### src/rtl/signed_calc_pkg.sv
// Shared FSM type, BCD sizing and active-low 7-segment (gfedcba) constants for the
// signed BCD display path.
package signed_calc_pkg;

   typedef enum logic [1:0] {StIdle, StLoad, StShift, StDone} state_e;

   localparam int BCD_W  = 4;
   localparam int DIGITS = 3;

   localparam logic [6:0] SEG_BLANK = 7'h7F;
   localparam logic [6:0] SEG_MINUS = 7'h3F;
   localparam logic [6:0] SEG_LUT [10] = '{
      7'h40, 7'h79, 7'h24, 7'h30, 7'h19, 7'h12, 7'h02, 7'h78, 7'h00, 7'h10
   };

   function automatic logic [BCD_W-1:0] dabble_adj(input logic [BCD_W-1:0] d);
      return (d >= 4'd5) ? d + 4'd3 : d;
   endfunction

   // Codes above 9 never occur after a valid conversion; show them blank.
   function automatic logic [6:0] seg_lookup(input logic [BCD_W-1:0] d);
      return (d <= 4'd9) ? SEG_LUT[d] : SEG_BLANK;
   endfunction

endpackage

### src/rtl/signed_bcd_disp_v_if.sv
// Request/result bundle of the signed BCD converter.
// Segment signals exist only when SIGNED_BCD_SEG_EN is defined.
interface signed_bcd_disp_v_if #(
   parameter int IN_W = 9
);
   logic                   i_start;
   logic signed [IN_W-1:0] i_fs;
   logic                   o_busy;
   logic                   o_done;
   logic                   o_neg;
   logic [3:0]             o_hund;
   logic [3:0]             o_tens;
   logic [3:0]             o_ones;
`ifdef SIGNED_BCD_SEG_EN
   logic [6:0]             o_seg_sign;
   logic [6:0]             o_seg_hund;
   logic [6:0]             o_seg_tens;
   logic [6:0]             o_seg_ones;

   modport master (
      output i_start, i_fs,
      input  o_busy, o_done, o_neg, o_hund, o_tens, o_ones,
      input  o_seg_sign, o_seg_hund, o_seg_tens, o_seg_ones
   );
   modport slave (
      input  i_start, i_fs,
      output o_busy, o_done, o_neg, o_hund, o_tens, o_ones,
      output o_seg_sign, o_seg_hund, o_seg_tens, o_seg_ones
   );
`else
   modport master (
      output i_start, i_fs,
      input  o_busy, o_done, o_neg, o_hund, o_tens, o_ones
   );
   modport slave (
      input  i_start, i_fs,
      output o_busy, o_done, o_neg, o_hund, o_tens, o_ones
   );
`endif
endinterface

### src/rtl/bcd_to_7seg_v.sv
// Registered BCD digit to active-low 7-segment (gfedcba) decoder.
// Instantiated only when SIGNED_BCD_SEG_EN is defined.
module bcd_to_7seg_v
   import signed_calc_pkg::*;
(
   input  logic             i_clk,
   input  logic             i_rst,
   input  logic [BCD_W-1:0] i_digit,
   output logic [6:0]       o_seg
);

   logic [6:0] r_seg;

   always_ff @(posedge i_clk) begin
      if (i_rst) begin
         r_seg <= SEG_BLANK;
      end else begin
         r_seg <= seg_lookup(i_digit);
      end
   end

   assign o_seg = r_seg;

endmodule

### src/rtl/signed_bcd_disp_v.sv
// Signed two's-complement to sign + 3-digit BCD converter using serial double dabble.
// Define SIGNED_BCD_SEG_EN to add registered active-low 7-segment outputs.
module signed_bcd_disp_v
   import signed_calc_pkg::*;
#(
   parameter int IN_W = 9
) (
   input  logic                i_clk,
   input  logic                i_rst,
   signed_bcd_disp_v_if.slave  io_bus
);

   localparam int         SCR_W    = BCD_W * DIGITS;
   localparam logic [3:0] CNT_LAST = 4'(IN_W);

   state_e             r_state;
   logic [IN_W-1:0]    r_fs;
   logic [IN_W:0]      r_mag;
   logic [SCR_W-1:0]   r_scr;
   logic [3:0]         r_cnt;
   logic               r_sign;
   logic               r_busy;
   logic               r_done;
   logic               r_neg;
   logic [BCD_W-1:0]   r_hund;
   logic [BCD_W-1:0]   r_tens;
   logic [BCD_W-1:0]   r_ones;

   logic [IN_W:0]      w_fs_ext;
   logic [IN_W:0]      w_mag;
   logic [SCR_W-1:0]   w_adj;
   logic [SCR_W-1:0]   w_scr_nxt;

   // One extra magnitude bit keeps -2^(IN_W-1) exact after negation.
   assign w_fs_ext  = {r_fs[IN_W-1], r_fs};
   assign w_mag     = r_fs[IN_W-1] ? (~w_fs_ext + {{IN_W{1'b0}}, 1'b1}) : w_fs_ext;
   assign w_scr_nxt = {w_adj[SCR_W-2:0], r_mag[IN_W]};

   always_comb begin
      w_adj = r_scr;
      for (int d = 0; d < DIGITS; d++) begin
         w_adj[d*BCD_W +: BCD_W] = dabble_adj(r_scr[d*BCD_W +: BCD_W]);
      end
   end

   always_ff @(posedge i_clk) begin
      if (i_rst) begin
         r_state <= StIdle;
         r_fs    <= '0;
         r_mag   <= '0;
         r_scr   <= '0;
         r_cnt   <= '0;
         r_sign  <= 1'b0;
         r_busy  <= 1'b0;
         r_done  <= 1'b0;
         r_neg   <= 1'b0;
         r_hund  <= '0;
         r_tens  <= '0;
         r_ones  <= '0;
      end else begin
         r_done <= 1'b0;
         unique case (r_state)
            StIdle: begin
               if (io_bus.i_start) begin
                  r_fs    <= io_bus.i_fs;
                  r_busy  <= 1'b1;
                  r_state <= StLoad;
               end
            end
            StLoad: begin
               r_sign  <= r_fs[IN_W-1];
               r_mag   <= w_mag;
               r_scr   <= '0;
               r_cnt   <= '0;
               r_state <= StShift;
            end
            StShift: begin
               r_scr <= w_scr_nxt;
               // Bit leaving the scratch refills the spent magnitude; it is always 0 in range.
               r_mag <= {r_mag[IN_W-1:0], w_adj[SCR_W-1]};
               if (r_cnt == CNT_LAST) begin
                  r_state <= StDone;
                  r_done  <= 1'b1;
                  r_neg   <= r_sign;
                  r_hund  <= w_scr_nxt[2*BCD_W +: BCD_W];
                  r_tens  <= w_scr_nxt[BCD_W +: BCD_W];
                  r_ones  <= w_scr_nxt[0 +: BCD_W];
               end else begin
                  r_cnt <= r_cnt + 4'd1;
               end
            end
            StDone: begin
               r_busy  <= 1'b0;
               r_state <= StIdle;
            end
            default: r_state <= StIdle;
         endcase
      end
   end

   assign io_bus.o_busy = r_busy;
   assign io_bus.o_done = r_done;
   assign io_bus.o_neg  = r_neg;
   assign io_bus.o_hund = r_hund;
   assign io_bus.o_tens = r_tens;
   assign io_bus.o_ones = r_ones;

`ifdef SIGNED_BCD_SEG_EN
   logic [6:0] r_seg_sign;

   always_ff @(posedge i_clk) begin
      if (i_rst) begin
         r_seg_sign <= SEG_BLANK;
      end else begin
         r_seg_sign <= r_neg ? SEG_MINUS : SEG_BLANK;
      end
   end

   assign io_bus.o_seg_sign = r_seg_sign;

   bcd_to_7seg_v u_seg_hund (
      .i_clk   (i_clk),
      .i_rst   (i_rst),
      .i_digit (r_hund),
      .o_seg   (io_bus.o_seg_hund)
   );

   bcd_to_7seg_v u_seg_tens (
      .i_clk   (i_clk),
      .i_rst   (i_rst),
      .i_digit (r_tens),
      .o_seg   (io_bus.o_seg_tens)
   );

   bcd_to_7seg_v u_seg_ones (
      .i_clk   (i_clk),
      .i_rst   (i_rst),
      .i_digit (r_ones),
      .o_seg   (io_bus.o_seg_ones)
   );
`endif

endmodule

### src/flat_wrapper.sv
// flat-port wrapper written by rule: the top's interface ports become plain ports
module signed_bcd_disp_v_flat import signed_calc_pkg::*;
#(
   parameter int IN_W = 9
)
  (i_clk, i_rst, io_bus_i_start, io_bus_i_fs, io_bus_o_busy, io_bus_o_done, io_bus_o_neg, io_bus_o_hund, io_bus_o_tens, io_bus_o_ones);
  signed_bcd_disp_v_if #(.IN_W(IN_W)) io_bus_i ();
  input  logic i_clk;
  input  logic i_rst;
  input wire logic [$bits(io_bus_i.i_start)-1:0] io_bus_i_start;
  input wire logic [$bits(io_bus_i.i_fs)-1:0] io_bus_i_fs;
  output wire logic [$bits(io_bus_i.o_busy)-1:0] io_bus_o_busy;
  output wire logic [$bits(io_bus_i.o_done)-1:0] io_bus_o_done;
  output wire logic [$bits(io_bus_i.o_neg)-1:0] io_bus_o_neg;
  output wire logic [$bits(io_bus_i.o_hund)-1:0] io_bus_o_hund;
  output wire logic [$bits(io_bus_i.o_tens)-1:0] io_bus_o_tens;
  output wire logic [$bits(io_bus_i.o_ones)-1:0] io_bus_o_ones;
  assign io_bus_i.i_start = io_bus_i_start;
  assign io_bus_i.i_fs = io_bus_i_fs;
  assign io_bus_o_busy = io_bus_i.o_busy;
  assign io_bus_o_done = io_bus_i.o_done;
  assign io_bus_o_neg = io_bus_i.o_neg;
  assign io_bus_o_hund = io_bus_i.o_hund;
  assign io_bus_o_tens = io_bus_i.o_tens;
  assign io_bus_o_ones = io_bus_i.o_ones;
  signed_bcd_disp_v #(.IN_W(IN_W)) u_core (.i_clk(i_clk), .i_rst(i_rst), .io_bus(io_bus_i));
endmodule
### config.mk
export PLATFORM = sky130hd
export DESIGN_NAME = signed_bcd_disp_v_flat
export DESIGN_NICKNAME = d
export VERILOG_FILES = /design/src/rtl/signed_calc_pkg.sv /design/src/rtl/signed_bcd_disp_v_if.sv /design/src/rtl/bcd_to_7seg_v.sv /design/src/rtl/signed_bcd_disp_v.sv /design/src/flat_wrapper.sv
export SDC_FILE = /design/constraint.sdc
export NUM_CORES = 1
export LEC_CHECK = 0
export CAP_MARGIN = 25
export CORE_UTILIZATION = 56
export CTS_CLUSTER_DIAMETER = 100
export DETAILED_ROUTE_END_ITERATION = 6
export HOLD_SLACK_MARGIN = 0.06
export PLACE_DENSITY = 0.76
export SYNTH_ARGS = -nofsm -noshare
export SYNTH_HDL_FRONTEND = slang
export SYNTH_HIERARCHICAL = 1
export SYNTH_SLANG_ARGS = --single-unit
### constraint.sdc
create_clock -name i_clk -period 2 [get_ports i_clk]
set_input_delay 0.4 -clock i_clk [delete_from_list [all_inputs] [get_ports i_clk]]
set_output_delay 0.4 -clock i_clk [all_outputs]
set_load 0.02 [all_outputs]
# Word-level counts from Yosys, hierarchy flattened
# Cells that the tools add are included.
# word_totals
ff_bits,53
inputBits,12
elab_cells,52
# classes
addsub,5
magnitude_cmp,3
eq_ne,7
muxes,14
n_bitwise,2
reduce_logical,9
# op_table
op,count
$pmux W12 S2,1
$pmux W10 S2,1
$mux W4,4
$add A4 B2 Y4 const B,3
$ge A4 B3 Y1 const B,3
$add A10 B1 Y10 const B,1
$mux W10,1
$not A10 Y10,1
$reduce_and A2 Y1,5
$pmux W2 S4,1
$pmux W4 S2,1
$add A4 B1 Y4 const B,1
$eq A2 B2 Y1 const B,2
$eq A4 B4 Y1 const B,1
$mux W2,2
$ne A2 B2 Y1 const B,2
$reduce_bool A2 Y1,2
$eq A2 B1 Y1 const B,1
$logic_not A2 Y1,1
$mux W1,2
$ne A2 B1 Y1 const B,1
$pmux W1 S2,1
$reduce_or A2 Y1,1
$not A1 Y1,1

# Depth between registers and ports, before layout
# logic_depth
ltp_word,4
mapped_depth,8
ltp_nobuf,6

# Least setup slack after synthesis
# No wires, ideal clock.
# synth_path
path_kind,register to register
from,register u_core.r_state[0]
to,register u_core.r_mag[5]
t_arrival_ns,1.514
required_time_ns,1.872
setup_slack_ns,0.357
stages_incl_launch_ff,8
n_path_buf,1
synth_period_minus_slack_ns,1.643
path_cell_list,dfxtp_1 -> inv_1 -> ha_1 -> buf_2 -> inv_2 -> or3_1 -> mux2i_1 -> nor4_2
# synth_via
elab_chain_cells,2
word_cells_on_any_way,4
cone_classes,eq/ne (2); mux (1); reduce/logical (1)
# synth_rtl
element,line_no,rtl
start: declaration,signed_bcd_disp_v.sv:16,state_e r_state;
start signal: assignment,signed_bcd_disp_v.sv:48,r_state <= StIdle;
start signal: assignment,signed_bcd_disp_v.sv:67,r_state <= StLoad;
start signal: assignment,signed_bcd_disp_v.sv:75,r_state <= StShift;
$eq A2 B2 Y1 or $eq A2 B1 Y1 (tied branches),signed_bcd_disp_v.sv:62,unique case (r_state)
$pmux W10 S2 or $reduce_bool A2 Y1 (tied branches),-,
end signal: assignment,signed_bcd_disp_v.sv:72,r_mag <= w_mag;
end signal: assignment,signed_bcd_disp_v.sv:80,"r_mag <= {r_mag[IN_W-1:0], w_adj[SCR_W-1]};"
end: declaration,signed_bcd_disp_v.sv:18,logic [IN_W:0] r_mag;
# Several ways; a longest one is shown, not always the timed one.
# A chain may end at the register's enable or synchronous reset.

# Worst setup path in the final report
# layout_path
from,register u_core.r_state[0]
to,register u_core.r_cnt[2]
# layout_via
elab_chain_cells,3
word_cells_on_any_way,6
cone_classes,eq/ne (3); mux (1); reduce/logical (2)
# layout_rtl
element,line_no,rtl
$eq A2 B2 Y1 or $eq A2 B1 Y1 (tied branches),signed_bcd_disp_v.sv:62,
$ne A2 B2 Y1 (no line) or $reduce_bool A2 Y1 (tied branches),-,
$reduce_and A2 Y1 (no line),-,
end signal: assignment,signed_bcd_disp_v.sv:89,r_cnt <= r_cnt + 4'd1;
end: declaration,signed_bcd_disp_v.sv:20,logic [3:0] r_cnt;
# Several ways; a longest one is shown, not always the timed one.

==> metrics <==
worst-path maximum fanout=8; run status=finished, final reports clean; GP Congestion=~0.8; Syn. warnings=6; IO Count=27; clock sink total=53; PwrDens=1010 nW/µm²; root buf cell=clkbuf_8; First-pass DRT Iterations=4; crit path capture=u_core/r_cnt[2]; Synth async-reset ratio=0%; Post-CTS Setup Bufs=0; antenna violations before repair=0; final setup vio count=0; Pins Over Slew Limit=0; sw frac=a little under two fifths; Mapped Area=approximately 2600 µm²; CP Launch Point=u_core/r_state[0]; routed vias=2241; die area=around 4800 µm²; share of layout cells above drive strength 1=under 10%; Max Cap Viol=0; Layout area overhead=16.3%; TritonCTS clock tree=done; global route overflow=0; Max Root-Sink Buffers=2; R2R depth=6; LEAKAGE=1.05 nW; fin util=approximately two thirds; syn_nets=331; first-pass GRT wire length=~9400 µm; Clk Latency, worst-skew pair=~0.3 ns; area leader, netlist=dfxtp_1; die width=just under 70 µm; Comb pwr share=approximately two fifths; CP Class=reg2reg; crit path time final=approximately 1.7 ns; critical path endpoint category=flip-flop; Port Buffer Count=26; crit path DAT=between 1.5 and 2 ns; Tcrit/Tclk final=between 80 and 90%; reg-to-reg startpoint=u_core/r_state[0]; RSZ-0062 raised after global routing=no; Post-synth top cells=dfxtp_1 (53), nand2_1 (41), a21oi_1 (24), inv_1 (22), nor2_1 (18); vias in the first global route=2068; Max Freq=577 MHz; Filler cells=between 300 and 400; Hold/Removal Path Class=reg2reg; largest net degree at the start of global routing=44; GRT Util Overall=between 20% and 30%; Avg WL per Cell=roughly 14 µm; Req. time, crit path=2.23 ns; Remaining DRCs=0; ANT nets after route=0; Synth Flop Type=dfxtp_1; Startpoint Class=flip-flop; maximum VDD drop=around 0.62 mV; number of synthesized register bits=53; Layout Nets=about 360; cts bufs inserted=5; setup_tns=0 ns; Seq/Total Area, Yosys=slightly above 40%; Synth top area share=between 40 and 50%; Vias per Instance=between 5 and 6; Initial Util=58.3%; Internal=roughly 1.9 mW; hold_sp=u_core/io_bus.o_neg; count leader, synth=dfxtp_1; CTS HTree Levels=2; drt initial violations=145; endpoints failing hold=0; Worst-Margin Slew=just under 0.6 ns; Post-Synthesis Cells=a little over 300; Ant. Diodes=0; r2r endpoint=u_core/r_cnt[2]; Core Footprint=4380 µm²; Synth cell types=43; Post-CTS Resized=0; Max-slew headroom=about three fifths; Synth area leaders=dfxtp_1 (42%), ha_1 (6.4%), nand2_1 (6.0%); row cnt=24; Net Switching=between 1 and 1.5 mW; hold_buf cts=0; Detailed Place HPWL=3790 µm; worst clock skew=about 0.0067 ns; Die Y=slightly below 70 µm; clk slew on worst S/H paths=roughly 0.09 ns; final WL=5330 µm; Syn Area/Cell=around 8.4 µm²; clock share of power=between 15 and 20%; share of power burned in registers=approximately 43%; EDFF count, synth=0; R2R setup slack=roughly 0.27 ns
-- power by group through the flow --
stage / Clock, mW / Sequential [mW] / Combinational, mW
3_3_place_gp: 0 / 1.29 / 1.12
3_5_place_dp: 0 / 1.30 / 1.15
2_1_floorplan: 0 / 1.27 / 0.844
5_1_grt: 0.607 / 1.29 / 1.30
6_report: 0.547 / 1.27 / 1.17
4_1_cts: 0.567 / 1.27 / 1.16
-- state kept, by name, summed over array words and instances, names as in the netlist, 2 cells and up --
signal                flops
u_core/r_fs               9
u_core/r_cnt              4
u_core/io_bus.o_ones      4
u_core/io_bus.o_tens      4
u_core/r_mag             10
u_core/r_state            2
u_core/r_scr             12
u_core/io_bus.o_hund      4
-- critical path, stage by stage, from the launching register on --
cell and delay [ns]:
dfxtp_1 0.40, inv_1 0.09, ha_1 0.36, and2_1 0.34, and2_1 0.22, nand3b_1 0.09
a21oi_1 0.16
-- cell usage in the layout (no fill, tap or decap), drive strengths merged, types with 2 or more instances in the layout --
cell type,netlist,layout
nor2b,5,5
mux2i,7,7
dfxtp,53,53
nor3b,4,4
nand3b,3,3
inv,23,23
ha,13,13
o32ai,7,7
nor4,2,2
a21oi,24,24
a211oi,6,6
a21boi,2,2
buf,5,9
o21ba,2,2
a31oi,5,5
o21ai,16,16
nand2,41,41
xnor2,5,5
nand3,10,10
nand2b,5,5
mux2,3,3
nor3,11,11
a32o,2,2
clkbuf,11,5
and2,5,5
clkdlybuf4s50,0,26
o31ai,4,4
a32oi,3,3
nor2,18,18
-- routing by layer --
layer	vias to the layer above	GRT usage (%)	wire (µm)
li1	1121	-	-
met1	1067	32.8	2630
met2	47	38.0	2430
met3	6	5.38	210
met4	0	5.44	54
met5	-	0	0
-- final cells by class --
cell class	count	area (µm²)	area share, %
Tap cell	52	65.1	2.19
Timing Repair Buffer	35	340	11.4
Clock buffer	5	68.8	2.31
Clock inverter	1	5.00	0.168
Inverter	23	86.3	2.90
Sequential cell	53	1060	35.7
Multi-Input combinational cell	214	1350	45.3
-- how the worst min path moves through the flow --
| stage | slack (ns) | cells past startpoint | end |
|---|---|---|---|
| 2_1_floorplan | 0.43 | 2 | u_core/io_bus.o_neg |
| 3_3_place_gp | 0.44 | 2 | u_core/io_bus.o_neg |
| 3_5_place_dp | 0.46 | 2 | u_core/io_bus.o_neg |
| 4_1_cts | 0.47 | 2 | u_core/io_bus.o_neg |
| 5_1_grt | 0.50 | 2 | u_core/r_mag[2] |
| 6_report | 0.47 | 2 | u_core/io_bus.o_neg |
-- through the flow --
stage	std cells	power (mW)	setup slack [ns]	area, µm²	hold WS [ns]
floorplan	306	2.11	0.357	2560	0.431
global placement	377	2.41	0.357	2900	0.444
detailed placement	377	2.45	0.308	2900	0.455
CTS	383	3.00	0.270	2970	0.472
global route	383	3.19	0.130	2970	0.495
finish	383	2.99	0.268	2970	0.466
-- logic make-up after synthesis --
group,after synthesis,share of synthesized area [%]
simple gates,110,21.2
compound gates,75,19.0
flops,53,41.5
buf+inv,39,5.82
fa+ha+maj,13,6.36
mux,10,4.06
xor+xnor,6,2.06
No activity file was read; power rests on OpenSTA's default activity.
